--- src/rtl/axi4_write_master.sv ---
//======================================================================
// Module      : axi4_write_master
// Description : Single-burst AXI4 write master (AW/W/B) with response timeout.
// Revision    : 1.0 - initial release
//======================================================================
`default_nettype none

module axi4_write_master #(
    parameter int ADDR_W       = 32,
    parameter int DATA_W       = 32,
    parameter int RESP_TIMEOUT = 256
) (
    input  logic                clk,
    input  logic                rst,
    input  logic                cmd_valid,
    output logic                cmd_ready,
    input  logic [ADDR_W-1:0]   cmd_addr,
    input  logic [7:0]          cmd_len,
    input  logic                din_valid,
    output logic                din_ready,
    input  logic [DATA_W-1:0]   din_data,
    input  logic [DATA_W/8-1:0] din_strb,
    output logic                awvalid,
    input  logic                awready,
    output logic [ADDR_W-1:0]   awaddr,
    output logic [7:0]          awlen,
    output logic [2:0]          awsize,
    output logic [1:0]          awburst,
    output logic                wvalid,
    input  logic                wready,
    output logic [DATA_W-1:0]   wdata,
    output logic [DATA_W/8-1:0] wstrb,
    output logic                wlast,
    input  logic                bvalid,
    output logic                bready,
    input  logic [1:0]          bresp,
    output logic                done,
    output logic [1:0]          done_resp,
    output logic                timeout
);

    localparam logic [2:0]  C_AWSIZE    = 3'($clog2(DATA_W/8));
    localparam logic [1:0]  C_INCR      = 2'b01;
    localparam logic [15:0] C_WAIT_LAST = 16'(RESP_TIMEOUT - 1);

    typedef enum logic [1:0] {
        S_IDLE = 2'd0,
        S_XFER = 2'd1,
        S_RESP = 2'd2
    } state_t;

    state_t              state_q, state_d;
    logic [ADDR_W-1:0]   awaddr_q, awaddr_d;
    logic [7:0]          awlen_q, awlen_d;
    logic                awvalid_q, awvalid_d;
    logic                aw_done_q, aw_done_d;
    logic                w_done_q, w_done_d;
    logic [7:0]          beat_q, beat_d;
    logic [15:0]         wait_q, wait_d;
    logic                done_q, done_d;
    logic [1:0]          done_resp_q, done_resp_d;
    logic                timeout_q, timeout_d;

    always_ff @(posedge clk) begin
        if (rst) begin
            state_q     <= S_IDLE;
            awaddr_q    <= '0;
            awlen_q     <= '0;
            awvalid_q   <= 1'b0;
            aw_done_q   <= 1'b0;
            w_done_q    <= 1'b0;
            beat_q      <= '0;
            wait_q      <= '0;
            done_q      <= 1'b0;
            done_resp_q <= '0;
            timeout_q   <= 1'b0;
        end else begin
            state_q     <= state_d;
            awaddr_q    <= awaddr_d;
            awlen_q     <= awlen_d;
            awvalid_q   <= awvalid_d;
            aw_done_q   <= aw_done_d;
            w_done_q    <= w_done_d;
            beat_q      <= beat_d;
            wait_q      <= wait_d;
            done_q      <= done_d;
            done_resp_q <= done_resp_d;
            timeout_q   <= timeout_d;
        end
    end

    always_comb begin
        state_d     = state_q;
        awaddr_d    = awaddr_q;
        awlen_d     = awlen_q;
        awvalid_d   = awvalid_q;
        aw_done_d   = aw_done_q;
        w_done_d    = w_done_q;
        beat_d      = beat_q;
        wait_d      = wait_q;
        done_d      = 1'b0;
        done_resp_d = done_resp_q;
        timeout_d   = timeout_q;
        cmd_ready   = 1'b0;
        wvalid      = 1'b0;
        din_ready   = 1'b0;
        wlast       = 1'b0;
        bready      = 1'b0;

        case (state_q)
            S_IDLE: begin
                cmd_ready = 1'b1;
                if (cmd_valid) begin
                    awaddr_d  = cmd_addr;
                    awlen_d   = cmd_len;
                    awvalid_d = 1'b1;
                    aw_done_d = 1'b0;
                    w_done_d  = 1'b0;
                    beat_d    = '0;
                    wait_d    = '0;
                    state_d   = S_XFER;
                end
            end
            S_XFER: begin
                if (!w_done_q) begin
                    wvalid    = din_valid;
                    din_ready = wready;
                end
                wlast = wvalid && (beat_q == awlen_q);
                if (awvalid_q && awready) begin
                    awvalid_d = 1'b0;
                    aw_done_d = 1'b1;
                end
                if (wvalid && wready) begin
                    if (wlast) begin
                        w_done_d = 1'b1;
                    end else begin
                        beat_d = beat_q + 8'd1;
                    end
                end
                // Next-state flags include handshakes completing this cycle.
                if (aw_done_d && w_done_d) begin
                    wait_d  = '0;
                    state_d = S_RESP;
                end
            end
            S_RESP: begin
                bready = 1'b1;
                if (bvalid) begin
                    done_d      = 1'b1;
                    done_resp_d = bresp;
                    timeout_d   = 1'b0;
                    state_d     = S_IDLE;
                end else if (wait_q == C_WAIT_LAST) begin
                    done_d      = 1'b1;
                    done_resp_d = 2'b10;
                    timeout_d   = 1'b1;
                    state_d     = S_IDLE;
                end else begin
                    wait_d = wait_q + 16'd1;
                end
            end
            default: state_d = S_IDLE;
        endcase
    end

    assign awvalid   = awvalid_q;
    assign awaddr    = awaddr_q;
    assign awlen     = awlen_q;
    assign awsize    = C_AWSIZE;
    assign awburst   = C_INCR;
    assign wdata     = din_data;
    assign wstrb     = din_strb;
    assign done      = done_q;
    assign done_resp = done_resp_q;
    assign timeout   = timeout_q;

endmodule

`default_nettype wire
--- config.mk ---
export PLATFORM = sky130hd
export DESIGN_NAME = axi4_write_master
export DESIGN_NICKNAME = d
export VERILOG_FILES = /design/src/rtl/axi4_write_master.sv
export SDC_FILE = /design/constraint.sdc
export NUM_CORES = 1
export LEC_CHECK = 0
export BUFFER_PORTS_ARGS = -buffer_cell sky130_fd_sc_hd__buf_2
export CORE_MARGIN = 2
export CORE_UTILIZATION = 46
export CTS_CLUSTER_SIZE = 40
export DETAILED_ROUTE_END_ITERATION = 7
export PLACE_DENSITY = 0.8
export SLEW_MARGIN = 20
export SYNTH_ARGS = -nofsm -noshare
export SYNTH_HDL_FRONTEND = slang
export SYNTH_SLANG_ARGS = --single-unit
export TNS_END_PERCENT = 10
--- constraint.sdc ---
create_clock -name clk -period 2.73 [get_ports clk]
set_input_delay 0.4095 -clock clk [delete_from_list [all_inputs] [get_ports clk]]
set_output_delay 0.4095 -clock clk [all_outputs]
set_load 0.02 [all_outputs]
Word level (Yosys, flattened, before mapping)

Index checks and enable logic that the tools add are counted.

Word-level logic and storage cells: 81
Bits in registers: 73
Bits of input ports: 85
Output and inout port bits: 91

Reduce and logical (&&, ||, !) cells: 16
Multiplexer cells: 39
Add/subtract/negate cells: 2
Bitwise operators: 1
Eq/ne operators: 12

Operators by type and width:

| cell                  | count |
|---|---|
| $mux 16               | 4 |
| $pmux 16 s3           | 1 |
| $mux 8                | 3 |
| $mux 1                | 20 |
| $add 16x1->16 const B | 1 |
| $eq 16x8->1 const B   | 1 |
| $pmux 8 s2            | 1 |
| $ne 2x2->1 const B    | 7 |
| $mux 2                | 6 |
| $add 8x1->8 const B   | 1 |
| $eq 8x8->1            | 1 |
| $pmux 1 s2            | 3 |
| $pmux 2 s3            | 1 |
| $reduce_and 2->1      | 3 |
| $reduce_and 3->1      | 2 |
| $reduce_and 5->1      | 1 |
| $logic_and 1x1->1     | 4 |
| $reduce_and 4->1      | 1 |
| $reduce_bool 2->1     | 2 |
| $ne 3x3->1 const B    | 1 |
| $reduce_bool 3->1     | 1 |
| $eq 2x1->1 const B    | 1 |
| $eq 2x2->1 const B    | 1 |
| $logic_not 2->1       | 1 |
| other kinds (2)       | 2 |

Depth between registers and ports, before layout

Gate-level depths: netlist (run 1).

Depth in word-level cells: 9
Depth in mapped cells: 8
Depth with buffers taken out: 6

Least setup slack after synthesis (run 1)

Ideal clock, no wire load.

Kind: register to register
Start: reg wait_q[0]
End: reg wait_q[14]
Path slack: 807 ps
Stages on the path, launching flop included: 7
Clock period less this slack: 1923 ps
Required time: 2642 ps
Setup time: 88 ps
Path buffers: 0
Arrival time: 1835 ps
Cell sequence: dfxtp_1 ha_1 nand3_1 or4_4 nor3_1 nand2_1 a311oi_2

Word-level cells in the longest chain between the ends: 4
Elaborated cells between the ends (all ways): 7
Classes of those cells: add/sub: 1; eq/ne: 2; mux: 3; reduce/logical: 1

RTL lines:

| element                | line | source |
|---|---|---|
| start, declared        | 59   | `logic [15:0] wait_q, wait_d;` |
| start signal, assigned | 85   | `wait_q <= wait_d;` |
| $add 16x1->16          | 160  | `wait_d = wait_q + 16'd1;` |
| $mux 16                | 154  | `end else if (wait_q == C_WAIT_LAST) begin` |
| $mux 16                | 149  | `if (bvalid) begin` |
| $pmux 16 s3            | 110  | `case (state_q)` |

Several ways; a longest one is shown, not always the timed one. The select of a mux whose other input is x is not followed.
A chain may end at the register's enable or synchronous reset.

Final worst setup path (run 1)

Start: reg beat_q[3]
End: out wlast

Word-level cells in the longest chain between the ends: 3

RTL lines:

| element                | line | source |
|---|---|---|
| start, declared        | 58   | `logic [7:0] beat_q, beat_d;` |
| start signal, assigned | 84   | `beat_q <= beat_d;` |
| $eq 8x8->1             | 129  | `wlast = wvalid && (beat_q == awlen_q);` |
| $logic_and 1x1->1      | 129  |  |
| $mux 1                 | 110  |  |
| end, declared          | 33   | `output logic wlast,` |

No other way between the ends.

==> metrics.txt, run 1 <==
CP max-delay cell=dfxtp_1; # hold bufs at CTS=0; Final ANT Viol Nets=0; Post-synth EDFFs=0; P_sw=0.648 mW; Layout area overhead=14.3%; die height=91.3 µm; pre-CTS WS=0.692 ns; worst slew pin tran=0.624 ns; Initial DRC Count=105; num ports=176; Synth Cell Area=0.00351 mm²; syn avg cell area=8.14 µm²; Cells after Synth=431; Worst slew margin=58.4%; routability cong.=0.835; Post-CTS Setup Bufs=0; Routed WL=7.68 mm; setup violators final=0; clock slew seen by the registers of the worst setup and hold paths=0.09 ns; CTS tree=built; peak supply drop=0.000319 V; critical-path maximum fanout=9; MaxCap Viol Count=0; drt pass-1 iters=5; worst path buffer plus inverter count=1; Seq pwr share=49.3%; H-tree depth=3; synthesized flop and latch total=73; Fin. Hold Viols=0; critical path capture point type=output pin; Worst R2R Start=wait_q[0]; final hold slack=0.290 ns; Cell Int Power=1.64 mW; Num CTS Buffers=9; Ant. Diodes=0; pin count of the biggest net entering global routing=40; clock sinks=73; end of the worst register-to-register path=wait_q[14]; Leakage=1.65 nW; Worst-Skew Late Latency=0.35 ns; crit path DAT=1.76 ns; Comb power frac=13.6%; Final Instance Count excl. Fillers=592; Switching Fraction=28.3%; final core utilization=54.7%; dominant cell by count in the synthesized netlist=nand2_1; Critical Path Max Stage Delay=0.43 ns; Die Width=91.3 µm; hold depth=3; unrepaired setup endpoints after global routing=no; reg2reg path depth=6; root cell of the clock tree=clkbuf_8; total power=2.29 mW; ys async rst share=0%; hold_sp=cmd_addr[28]; Distinct cells, synth=52; PwrDens=572 mW/mm²; Port Buffers=98; fin crit share=79.5%; WHS Endpoint=awaddr[28]; clk buf depth=2; Hold Crit Class=in -> reg; drt drc=0; placed insts=576; synth warn=0; synth cell count leaders=nand2_1, dfxtp_1, a21oi_1; global-route wire length before repair=13.3 mm; Post-layout nets=575; site row count=31; Worst setup SP type=register; Area after DPL=0.00381 mm²; sequential element share of the synthesized area=41.7%; vias in the first global route=2982; crit-path cells=xnor2_1, nand4_1, nor2_1, and2_1, buf_2; Synth Flop Type=dfxtp_1; Vias=3110; status=completed; Setup TNS=0 ns; layout cells sized above 1=28.4%; gr ovfl total=0; synth top area cells=dfxtp_1, nand2_1, buf_4; overall routing resource usage=19.2%; die area=0.00834 mm²; Worst Setup Path Type=reg -> out; Starting Density=47.9%; cell area after layout=0.00401 mm²; cell taking the most area after synthesis=dfxtp_1; core area=0.00733 mm²; fin crit period=2.17 ns; initial antenna violation count=0; CP top delay family=simple AND/OR/NAND/NOR gates; vias per cell=5.25; top-area cell type share of the netlist area=41.7%; clk_skew=0.0143 ns; HPWL Detailed=5.53 mm; Avg WL per Cell=13.0 µm; setup ws final=0.560 ns; cts repair resizes=0; WP data required=2.32 ns; Peak Freq=461 MHz; Pins Over Slew Limit=0; reg2reg setup slack=0.64 ns; part of the power in the clock network=37.2%
[how the worst max path moves through the flow]
| stage | end | cells after the start | startpoint | slack, ns |
|---|---|---|---|---|
| 2_1_floorplan | wait_q[14] | 6 | wait_q[0] | 0.81 |
| 3_3_place_gp | wait_q[14] | 6 | wait_q[0] | 0.73 |
| 3_5_place_dp | wait_q[14] | 6 | wait_q[0] | 0.69 |
| 4_1_cts | wlast | 5 | beat_q[3] | 0.53 |
| 5_1_grt | wlast | 5 | beat_q[3] | 0.36 |
| 6_report | wlast | 5 | beat_q[3] | 0.56 |
[registers in the layout (all words and copies together), names as in the netlist]
name / flops
done: 1
awvalid: 1
wait_q: 16
awaddr: 32
w_done_q: 1
state_q: 2
awlen: 8
beat_q: 8
timeout: 1
done_resp: 2
aw_done_q: 1
[per-layer routing]
| layer | GRT usage, % | vias to the layer above | part of all wire (%) |
|---|---|---|---|
| li1 | - | 1550 | - |
| met1 | 22.1 | 1439 | 41 |
| met5 | 0 | - | 0 |
| met2 | 33.6 | 108 | 51 |
| met4 | 6.31 | 0 | 0.92 |
| met3 | 5.89 | 13 | 6.9 |
[placed cells by master, fill, tap and decap left out, types with 2 or more instances in the layout]
cell type	n
a21oi_1	54
o21ai_0	9
inv_6	2
or4_4	3
nor2_1	17
xor2_1	3
buf_2	98
a41oi_1	4
and3_1	6
nand3_1	8
conb_1	5
a311oi_1	6
a31oi_1	3
clkbuf_8	9
buf_4	8
a211oi_1	3
nor3_1	5
xnor2_1	8
a21boi_0	3
o211ai_1	3
ha_1	2
and2_1	6
clkinvlp_4	2
dfxtp_1	73
o2111ai_1	2
a311oi_2	2
inv_1	4
a211oi_2	5
nand2_1	102
nand2b_1	5
or3_1	3
o21a_1	4
nand4_1	4
[cells by family (layout without fill, tap and decap cells)]
| kind of cell | count (synthesis) | after routing | synth area share [%] |
|---|---|---|---|
| fa+ha+maj | 2 | 2 | 0.713 |
| simple gates | 166 | 166 | 21.8 |
| xor+xnor | 11 | 11 | 2.75 |
| compound gates | 107 | 107 | 20.3 |
| flops | 73 | 73 | 41.7 |
| other cells | 2 | 5 | 0.214 |
| mux | 2 | 2 | 0.606 |
| buf+inv | 68 | 127 | 12.0 |
[area by class of cell]
cell class | count | area [µm²]
Sequential cell | 73 | 1460
Fill cell | 694 | 3320
Clock buffer | 9 | 124
Inverter | 4 | 15.0
Tap cell | 99 | 124
Clock inverter | 7 | 76.3
Timing Repair Buffer | 107 | 571
Multi-Input combinational cell | 293 | 1640
[tightest hold or removal path, cell delays in order]
cell     delay, ns
buf_2         0.10
nand2_1       0.05
a21oi_1       0.05
[power by group through the flow]
stage	sequential [mW]	clock (mW)	combinational [mW]
detailed placement	1.15	0	0.312
global placement	1.15	0	0.304
CTS	1.13	0.876	0.313
floorplan	1.20	0	0.231
global route	1.13	0.926	0.342
finish	1.13	0.852	0.311
Note: power is estimated with default switching activity, not from simulation.
==> run 2: changes to the inputs <==
==> constraint.sdc (replaced) <==
create_clock -name clk -period 2.15 [get_ports clk]
set_input_delay 0.3225 -clock clk [delete_from_list [all_inputs] [get_ports clk]]
set_output_delay 0.3225 -clock clk [all_outputs]
set_load 0.02 [all_outputs]
==> run 2 against run 1 <==
  * Worst setup slack worse by 0.42 ns
  * Combinational power grew 29%
  * First-iteration DRC count is 30% higher
  * Non-clock buffer count grew 5
  * Register-to-register slack worse by 0.47 ns
  * Die area did not move
  * Core utilization increased by 0.89 points
==> metrics.txt, run 2 (synthesized netlist as in run 1, its figures left out) <==
clk buf depth=2 (unchanged); Hold Crit Class=in -> reg; Ant. Diodes=0 (unchanged); gr ovfl total=0 (unchanged); Layout area overhead=16.1%; Avg WL per Cell=13.3 µm (+2.2%); Worst-Skew Late Latency=0.34 ns (about the same); routability cong.=0.839 (+0.42%); root cell of the clock tree=clkbuf_8; Die Width=91.3 µm (unchanged); Vias=3122 (+0.39%); Pins Over Slew Limit=0 (unchanged); WP data required=1.83 ns (-0.49 ns); initial antenna violation count=0 (unchanged); critical-path maximum fanout=8 (-1); hold depth=3 (unchanged); clk_skew=0.00958 ns (-0.00471 ns); Fillers=684 (-1.4%); core area=0.00733 mm² (unchanged); pin count of the biggest net entering global routing=35 (-13%); clock sinks=73 (unchanged); reg2reg setup slack=0.17 ns (-0.47 ns); Worst R2R Start=wait_q[1]; Worst setup SP type=register; H-tree depth=3 (unchanged); pre-CTS WS=0.114 ns (-0.578 ns); hold_sp=cmd_addr[18]; Num CTS Buffers=9 (unchanged); Fin. Hold Viols=0 (unchanged); fin crit share=93.5%; MaxCap Viol Count=0 (unchanged); worst slew pin tran=0.526 ns (-0.0982 ns); Port Buffers=98 (unchanged); Switching Fraction=26.2% (-2.0 points); critical path capture point type=output pin; Seq pwr share=47.5% (-1.8 points); num ports=176 (unchanged); die area=0.00834 mm² (unchanged); most common cell after layout, fill and taps aside=nand2_1; fin crit period=2.01 ns; # hold bufs at CTS=0 (unchanged); Comb power frac=13.2% (-0.4 points); peak supply drop=0.000329 V (+2.9%); drt pass-1 iters=4 (-1); Routed WL=7.90 mm (+2.9%); die height=91.3 µm (unchanged); HPWL Detailed=5.61 mm (+1.5%); Cell Int Power=2.23 mW (+35%); Largest register FFs=32 (unchanged); PwrDens=741 mW/mm² (+30%); Worst slew margin=64.9% (+6.5 points); WHS Endpoint=awaddr[18]; Initial DRC Count=137 (+30%); unrepaired setup endpoints after global routing=no; vias per cell=5.24 (-0.29%); crit path DAT=1.69 ns (-0.07 ns); Final ANT Viol Nets=0 (unchanged); drt drc=0 (unchanged); Worst Setup Path Type=reg -> out; P_sw=0.792 mW (+22%); global-route wire length before repair=13.5 mm (+1.3%); Leakage=1.69 nW (+2.0%); site row count=31 (unchanged); reg2reg path depth=6 (unchanged); Setup TNS=0 ns (unchanged); status=completed; setup violators final=0 (unchanged); part of the power in the clock network=39.3% (+2.1 points); Peak Freq=498 MHz; commonest cells after routing, fill and taps aside=nand2_1, buf_2, dfxtp_1, a21oi_1, nor2_1; vias in the first global route=3009 (+0.91%); Post-layout nets=580 (+0.87%); setup ws final=0.141 ns (-0.420 ns); CTS tree=built; overall routing resource usage=19.6% (+0.42 points); clock slew seen by the registers of the worst setup and hold paths=0.08 ns (about the same); end of the worst register-to-register path=wait_q[14]; layout cells sized above 1=29.4% (+0.98 points); Starting Density=47.9% (unchanged)
-- run 2: changes by cell type in the layout (fill, tap and decap cells not counted), sizes merged --
cell,change
clkinv,-1
inv,-2
buf,+5
clkbuf,+1
bufinv,+1
-- run 2: cell type report --
type	count	area [µm²]	share of cell area, %
Inverter	4	15.0	0.369
Clock inverter	5	80.1	1.97
Timing Repair Buffer	112	608	14.9
Clock buffer	10	138	3.38
Tap cell	99	124	3.04
Sequential cell	73	1460	35.9
Multi-Input combinational cell	293	1650	40.4
-- run 2: worst max-delay path by stage --
stage	from	to	slack, ns	depth (start not counted)
2_1_floorplan	wait_q[0]	wait_q[14]	0.23	6
3_3_place_gp	wait_q[1]	wait_q[14]	0.19	6
3_5_place_dp	wait_q[1]	wait_q[14]	0.11	6
4_1_cts	wait_q[1]	wait_q[14]	0.08	6
5_1_grt	beat_q[3]	wlast	0.03	6
6_report	beat_q[3]	wlast	0.14	6
-- run 2: layer usage --
layer	part of all wire, %	global-route usage [%]	wire length, µm
met2	51	34.1	4020
met4	1.1	6.57	86
met3	6.4	6.22	503
met5	0	0	0
met1	42	22.6	3290
-- run 2: through the flow --
| stage | util (%) | hold WS (ns) | power (mW) | cells | area, µm² |
|---|---|---|---|---|---|
| 5_1_grt | 55.6 | 0.202 | 3.15 | 596 | 4070 |
| 3_3_place_gp | 52.4 | 0.439 | 1.85 | 580 | 3840 |
| 3_5_place_dp | 52.4 | 0.444 | 1.87 | 580 | 3840 |
| 2_1_floorplan | - | 0.420 | 1.82 | 434 | 3520 |
| 4_1_cts | 55.3 | 0.196 | 3.04 | 595 | 4060 |
| 6_report | 55.6 | 0.213 | 3.02 | 596 | 4070 |
-- run 2: what timing repair did --
action	CTS	global route
buffers inserted	0	1
resized for setup	0	2
hold endpoints to repair	0	0
setup endpoints to repair	0	7
-- run 2: critical path, stage by stage, from the launching register on --
cell	delay [ns]
dfxtp_1	0.45
xnor2_1	0.14
nand4_1	0.15
buf_4	0.20
nor2_1	0.11
and2_1	0.14
buf_2	0.16
-- run 2: power groups by stage --
stage | registers [mW] | logic (mW) | clock network, mW
3_3_place_gp | 1.46 | 0.393 | 0
2_1_floorplan | 1.52 | 0.294 | 0
4_1_cts | 1.43 | 0.402 | 1.21
5_1_grt | 1.44 | 0.441 | 1.27
6_report | 1.43 | 0.400 | 1.19
3_5_place_dp | 1.46 | 0.401 | 0
